File: src/rtl/sc_node_egress_fifo.sv
// SC-channel egress buffer: DEPTH-entry first-word-fall-through FIFO between an SC node master side and the exit stage.
// Optional statistics outputs (beat_count, max_level) are compiled in when SC_NODE_FIFO_STATS_EN is defined.
module sc_node_egress_fifo #(
   parameter int PAYLD_W = 174,
   parameter int INFO_W  = 1,
   parameter int DEPTH   = 4
) (
   input  logic                       aclk,
   input  logic                       areset,
   input  logic                       s_sc_req,
   input  logic                       s_sc_send,
   output logic                       s_sc_recv,
   input  logic [INFO_W-1:0]          s_sc_info,
   input  logic [PAYLD_W-1:0]         s_sc_payld,
   output logic                       m_sc_req,
   output logic                       m_sc_send,
   input  logic                       m_sc_recv,
   output logic [INFO_W-1:0]          m_sc_info,
   output logic [PAYLD_W-1:0]         m_sc_payld,
`ifdef SC_NODE_FIFO_STATS_EN
   output logic [31:0]                beat_count,
   output logic [$clog2(DEPTH):0]     max_level,
`endif
   output logic [$clog2(DEPTH):0]     level
);

   localparam int AW = $clog2(DEPTH);
   localparam int LW = AW + 1;
   localparam int EW = INFO_W + PAYLD_W;

   logic [EW-1:0] storage [DEPTH];
   logic [AW-1:0] wr_ptr_reg;
   logic [AW-1:0] rd_ptr_reg;
   logic [LW-1:0] level_reg;
   logic [LW-1:0] level_next;
   logic          push;
   logic          pop;
   logic [EW-1:0] head;

   // Upstream recv looks only at the level register, never at m_sc_recv.
   assign s_sc_recv = (level_reg != LW'(DEPTH));
   assign m_sc_send = (level_reg != '0);
   assign m_sc_req  = (level_reg != '0) | s_sc_req;
   assign push      = s_sc_send & s_sc_recv;
   assign pop       = m_sc_send & m_sc_recv;
   assign level     = level_reg;

   assign head       = storage[rd_ptr_reg];
   assign m_sc_payld = head[PAYLD_W-1:0];
   assign m_sc_info  = head[EW-1:PAYLD_W];

   always_comb begin
      level_next = level_reg;
      if (push && !pop) begin
         level_next = level_reg + LW'(1);
      end else if (pop && !push) begin
         level_next = level_reg - LW'(1);
      end
   end

   // Storage is intentionally left unreset; empty slots are don't-care.
   always_ff @(posedge aclk) begin
      if (push) begin
         storage[wr_ptr_reg] <= {s_sc_info, s_sc_payld};
      end
   end

   always_ff @(posedge aclk or posedge areset) begin
      if (areset) begin
         wr_ptr_reg <= '0;
         rd_ptr_reg <= '0;
         level_reg  <= '0;
      end else begin
         if (push) begin
            wr_ptr_reg <= wr_ptr_reg + AW'(1);
         end
         if (pop) begin
            rd_ptr_reg <= rd_ptr_reg + AW'(1);
         end
         level_reg <= level_next;
      end
   end

`ifdef SC_NODE_FIFO_STATS_EN
   logic [31:0]   beat_count_reg;
   logic [LW-1:0] max_level_reg;

   assign beat_count = beat_count_reg;
   assign max_level  = max_level_reg;

   always_ff @(posedge aclk or posedge areset) begin
      if (areset) begin
         beat_count_reg <= '0;
         max_level_reg  <= '0;
      end else begin
         if (pop) begin
            beat_count_reg <= beat_count_reg + 32'd1;
         end
         if (level_next > max_level_reg) begin
            max_level_reg <= level_next;
         end
      end
   end
`endif

endmodule

File: config.mk
export PLATFORM = sky130hd
export DESIGN_NAME = sc_node_egress_fifo
export DESIGN_NICKNAME = d
export VERILOG_FILES = /design/src/rtl/sc_node_egress_fifo.sv
export SDC_FILE = /design/constraint.sdc
export NUM_CORES = 1
export LEC_CHECK = 0
export CORE_UTILIZATION = 35
export CTS_BUF_LIST = sky130_fd_sc_hd__clkbuf_8
export CTS_CLUSTER_DIAMETER = 200
export CTS_CLUSTER_SIZE = 40
export DETAILED_ROUTE_END_ITERATION = 10
export PLACE_DENSITY = 0.61
export SYNTH_ARGS = -nofsm -noshare
export SYNTH_HDL_FRONTEND = slang
export SYNTH_SLANG_ARGS = --single-unit
File: constraint.sdc
create_clock -name aclk -period 7.35 [get_ports aclk]
set_input_delay 0.735 -clock aclk [delete_from_list [all_inputs] [get_ports aclk]]
set_output_delay 0.735 -clock aclk [all_outputs]
set_load 0.005 [all_outputs]
==> results of run 1 <==
==> worst paths after layout <==
| check | end | cells past startpoint |
|---|---|---|
| worst min register to register | level[2] | 1 |
| worst max register to register | storage[0][20] | 4 |
| min in group aclk | level[2] | 1 |
| max in group asynchronous | rd_ptr_reg[0] | 2 |
| worst min-delay path | rd_ptr_reg[1] | 2 |
| worst max-delay path | m_sc_payld[116] | 3 |
==> layout by cell type, fill, tap and decap left out, drive strengths merged, types with 4 or more instances in the layout <==
cell type,n
and2,4
buf,11
clkbuf,21
clkdlybuf4s50,360
dfrtp,7
edfxtp,700
ha,5
inv,11
mux4,175
xnor2,4
==> through the flow <==
step	utilization	hold slack (ps)	area, sq um
global route	0.426	229	30700
finish	0.426	277	30700
CTS	0.426	193	30700
detailed placement	0.422	544	30300
floorplan	-	530	25700
global placement	0.422	544	30300
==> final cells by class <==
cell class              count  area [sq um]
fillers                  6127         41300
clock inverters             8          42.5
repair buffers            371          3760
diodes                      2          5.00
flip-flops and latches    707         21200
clock buffers              21           289
well taps                 950          1190
inverters                   4          15.0
multi-input cells         201          4180
==> cells by family after synthesis <==
kind of cell,synth area share
flip-flops,0.826
multiplexers,0.154
buffers and inverters,0.0121
AND/OR/NAND/NOR,0.00224
XOR/XNOR,0.00205
adder cells (fa/ha/maj),0.00322
AO/OA/AOI/OAI,0.000439
==> power groups by stage <==
stage	Clock, mW	Sequential [mW]	Combinational [mW]
after floorplan	0	5.66	2.11
after global placement	0	5.68	4.08
after detailed placement	0	5.73	4.07
after CTS	1.41	5.63	4.09
after global routing	1.52	5.69	4.24
final	1.33	5.61	3.93
==> routing by layer <==
layer	GRT usage	share of wire	up-vias
li1	-	-	4783
met1	0.171	0.40	5929
met2	0.238	0.52	227
met3	0.0317	0.060	38
met4	0.0220	0.017	6
met5	0	0.00081	-
==> run metrics, run 1 <==
final wirelength=between 50000 and 60000 um; worst slew pin tran=1180 ps; CTS resizes=0; chip width=roughly 270 um; Post-CTS Setup Inserts=0; Reg power frac=0.516; WL per Instance=around 22 um; Post-Syn Instances=roughly 950; Worst-path clk slew=220 ps; Gate power share=0.362; crit path DAT=3620 ps; clk root buf=clkbuf_8; Clk Latency, worst-skew pair=between 600 and 700 ps; pwr/cell area=354 mW/mm^2; area share of the largest cell type after synthesis=0.819; Pint=between 7 and 8 mW; VDD IR max=between 0.2 and 0.25 mV; R2R Path Start=level[0]; f_max=0.229 GHz; First DRT Iteration DRCs=between 600 and 700; TritonCTS buffer count=21; CTS max path bufs=3; crit path cell chain=buf_12 > mux4_2 > clkdlybuf4s50_1; core area=about 0.072 sq mm; Sw Share=0.280; setup_tns=0 ps; row count=about 100; largest net degree at the start of global routing=roughly 140; status=completed; DRT antenna net count=0; WS Path Type=flop to output port; main area contributors after synthesis=edfxtp_1 (82%), mux4_2 (15%), buf_6 (0.70%), dfrtp_1 (0.68%), buf_2 (0.39%); crit-path max FO=92; number of storage elements in the synthesis netlist=approximately 710; Post-Syn Area=about 0.026 sq mm; nets@finish=roughly 1500; global-route wire length before repair=between 70000 and 80000 um; area leader, netlist=edfxtp_1; sequential-to-total area share from yosys stat=0.826; IO buf count=360; Ys Warns=0; die area=roughly 0.074 sq mm; clock power share=0.123; FF-to-FF setup slack=4250 ps; gpl congestion=slightly below 0.7; via/cell ratio=a little under 5; htree depth=1; vias in the first global route=11900; Max Slew Vio Count=0; Area growth syn-to-layout=19.5%; hold buffers post-CTS=0; pre-CTS setup slack=between 3000 and 4000 ps; RSZ-0062 raised after global routing=no; total track usage=0.135; Pwr Total=10.9 mW; crit end category=output port; final hold vios=0; Lkg Pwr=~9.4 nW; syn_area_per_cell=approximately 27 sq um; initial antenna violation count=5; DR pass1 iterations=4; Synth async-reset ratio=0.00990; delay-heaviest family, CP=buffers and inverters; gr ovfl total=0; Top FF cell, synth=edfxtp_1; Finished Layout Cells=2264; layout cells sized above 1=0.166; # DRC=0; Final Setup Violations=0; Critical Path Slowest Stage Cell=dfrtp_4; Synth Net Count=between 1000 and 1500; Placed Instances=around 2200; sw power=3.04 mW; worst hold-check path type=primary input to async pin; max reg flops=700; number of distinct library cells after synthesis=20; clk sinks=707; CTS tree=done; CP Data Required Time=6610 ps; CP startpoint=rd_ptr_reg[0]; Final Skew=around 24 ps; Slew HR=0.216; die height=273 um; top cells by count, synth=edfxtp_1 (700), mux4_2 (175), buf_2 (20); IO Pins=between 300 and 400; via count=~11000; fin crit share=0.593; Initial Utilization=0.357; Largest stage delay, worst path=roughly 990 ps; total of max-cap violations=0; Worst Setup Start Kind=flop; most frequent cell after synthesis=edfxtp_1; HPWL after DPL=between 20000 and 30000 um; Bufs and invs on worst path=2; Final min period=approximately 4400 ps; number of synthesized flops with an enable pin=700; Worst Slack Setup Final=~3000 ps
Power figures use the tool's default switching activity.
==> run 2: changes to the inputs <==
--- a/config.mk
+++ b/config.mk
@@ -10,7 +10,7 @@
 export CTS_CLUSTER_DIAMETER = 200
 export CTS_CLUSTER_SIZE = 40
 export DETAILED_ROUTE_END_ITERATION = 10
-export PLACE_DENSITY = 0.61
+export PLACE_DENSITY = 0.63
 export SYNTH_ARGS = -nofsm -noshare
 export SYNTH_HDL_FRONTEND = slang
 export SYNTH_SLANG_ARGS = --single-unit
==> constraint.sdc (replaced) <==
create_clock -name aclk -period 3.5 [get_ports aclk]
set_input_delay 0.35 -clock aclk [delete_from_list [all_inputs] [get_ports aclk]]
set_output_delay 0.35 -clock aclk [all_outputs]
set_load 0.005 [all_outputs]
==> run metrics, run 2 (synthesized netlist as in run 1, its figures left out) <==
# DRC=0 (unchanged); Max Slew Vio Count=0 (unchanged); total track usage=0.136 (+0.000791); Post-CTS Setup Inserts=0 (unchanged); final hold vios=0 (unchanged); clk sinks=707 (unchanged); CTS max path bufs=3 (unchanged); CP startpoint=rd_ptr_reg[0]; IO Pins=361 (unchanged); die height=273 um (unchanged); via count=11100 (+1.1%); commonest non-fill, non-tap cells in the layout=edfxtp_1 (700), clkdlybuf4s50_1 (360), mux4_2 (175), buf_12 (25); crit-path max FO=29 (-68%); reg2reg end=storage[1][65]; Final Skew=45.7 ps (+22.0 ps); setup_tns=0 ps (unchanged); crit path DAT=2920 ps (-700 ps); worst slew pin tran=671 ps (-505 ps); final instance area=0.0312 sq mm (+1.7%); pwr/cell area=745 mW/mm^2 (+110%); Worst-path clk slew=220 ps (about the same); WS Path Type=flop to output port; f_max=approximately 0.31 GHz; crit end category=output port; Hold Startpoint=s_sc_payld[160]; via/cell ratio=4.82 (-0.58%); R2R cell count=4 (unchanged); CTS tree=done; worst hold-check path type=primary input to flop; initial antenna violation count=2 (-3); Final min period=about 3300 ps; layout cells sized above 1=0.189 (+0.0226); HPWL after DPL=33700 um (+14%); htree depth=1 (unchanged); fillcell total=6012 (-1.9%); WL per Instance=22.3 um (-0.67%); Slew HR=0.553 (+0.337); core area=0.0720 sq mm (unchanged); DR pass1 iterations=5 (+1); status=completed; row count=98 (unchanged); Largest stage delay, worst path=600 ps (-390 ps); nets@finish=1529 (+2.5%); Final Util=0.434 (+0.00737); total of max-cap violations=0 (unchanged); IO buf count=360 (unchanged); dpl cell area=0.0309 sq mm (+1.7%); chip width=273 um (unchanged); fin crit share=0.933; Area growth syn-to-layout=21.6%; FF-to-FF setup slack=1120 ps (-3130 ps); DRT antenna net count=0 (unchanged); commonest non-fill, non-tap cell in the layout=edfxtp_1; most used cell, CP=buf_12; largest net degree at the start of global routing=53 (-61%); CP Capture Point=m_sc_payld[88]; Lkg Pwr=9.68 nW (+2.8%); crit path cell chain=buf_12 > buf_12 > mux4_2 > clkdlybuf4s50_1; delay-heaviest family, CP=buffers and inverters; R2R Path Start=level[0]; final wirelength=51400 um (+0.99%); Clk Latency, worst-skew pair=700 ps (+20 ps); die area=0.0744 sq mm (unchanged); Initial Utilization=0.357 (unchanged); gr ovfl total=0 (unchanged); Worst Setup Start Kind=flop; Bufs and invs on worst path=3 (+1); Critical Path Slowest Stage Cell=dfrtp_4; RSZ-0062 raised after global routing=no; global-route wire length before repair=75900 um (about the same); Final Setup Violations=0 (unchanged); CP Data Required Time=3150 ps (-3460 ps); clk root buf=clkbuf_8; TritonCTS buffer count=21 (unchanged); gpl congestion=0.716 (+4.3%); critical path depth=4 (+1); max reg flops=700 (unchanged); First DRT Iteration DRCs=739 (+22%); vias in the first global route=11800 (-0.73%); VDD IR max=0.391 mV (+73%)
-- run 2: what timing repair did --
item	CTS	global route
setup endpoints to repair	0	1
resized for setup	0	1
endpoints found under the hold margin	7	0
hold buffers	1	0
-- run 2: worst min path at each step --
stage                       to  slack (ps)  cells after the start
2_1_floorplan         level[0]         150                      1
3_3_place_gp     wr_ptr_reg[1]         550                      1
3_5_place_dp     wr_ptr_reg[1]         570                      1
4_1_cts        storage[2][142]         160                      1
5_1_grt         storage[3][39]         170                      1
6_report       storage[2][160]         250                      1
-- run 2: layout make-up --
type,instances,area (sq um),area share
antenna,1,2.50,0.0000802
clock buffer,21,289,0.00926
clock inverter,10,53.8,0.00172
inverter,4,15.0,0.000481
multi-input combinational,201,4180,0.134
sequential,707,21200,0.679
tap,950,1190,0.0381
timing repair buffer,408,4280,0.137
-- run 2: through the flow --
| stage | setup WS [ps] | cells | total power [mW] | hold slack (ps) |
|---|---|---|---|---|
| floorplan | 76.0 | 952 | 16.1 | 153 |
| global placement | 875 | 2269 | 20.9 | 548 |
| detailed placement | 844 | 2269 | 21.0 | 566 |
| CTS | 37.2 | 2301 | 23.7 | 157 |
| global route | 59.2 | 2301 | 24.4 | 167 |
| finish | 233 | 2302 | 23.3 | 253 |
-- run 2: worst reg2reg max path, delay by kind of cell (launching register included) --
kind	cells	cell delay, ps
buf+inv	1	400
simple gates	2	780
flops	1	500
compound gates	1	390
-- run 2: per-layer routing --
layer,track usage,routed length (um),share of wire,vias up
li1,-,-,-,4853
met1,0.176,21100,0.41,5955
met2,0.237,26400,0.51,254
met3,0.0288,3020,0.059,37
met4,0.0219,807,0.016,4
met5,0,23,0.00045,-
-- run 2: power by group --
group	switching, mW	internal [mW]	total, mW
Clock	2.20	0.574	2.77
Combinational	3.86	5.09	8.95
Sequential	0.421	11.1	11.6
Total	6.48	16.8	23.3
==> run 3: changes to the inputs <==
--- a/config.mk
+++ b/config.mk
@@ -5,6 +5,7 @@
 export SDC_FILE = /design/constraint.sdc
 export NUM_CORES = 1
 export LEC_CHECK = 0
+export ABC_CLOCK_PERIOD_IN_PS = 3500
 export CORE_UTILIZATION = 35
 export CTS_BUF_LIST = sky130_fd_sc_hd__clkbuf_8
 export CTS_CLUSTER_DIAMETER = 200
==> results of run 3 <==
The final DEF is identical to that of run 2; final timing and power are the same.
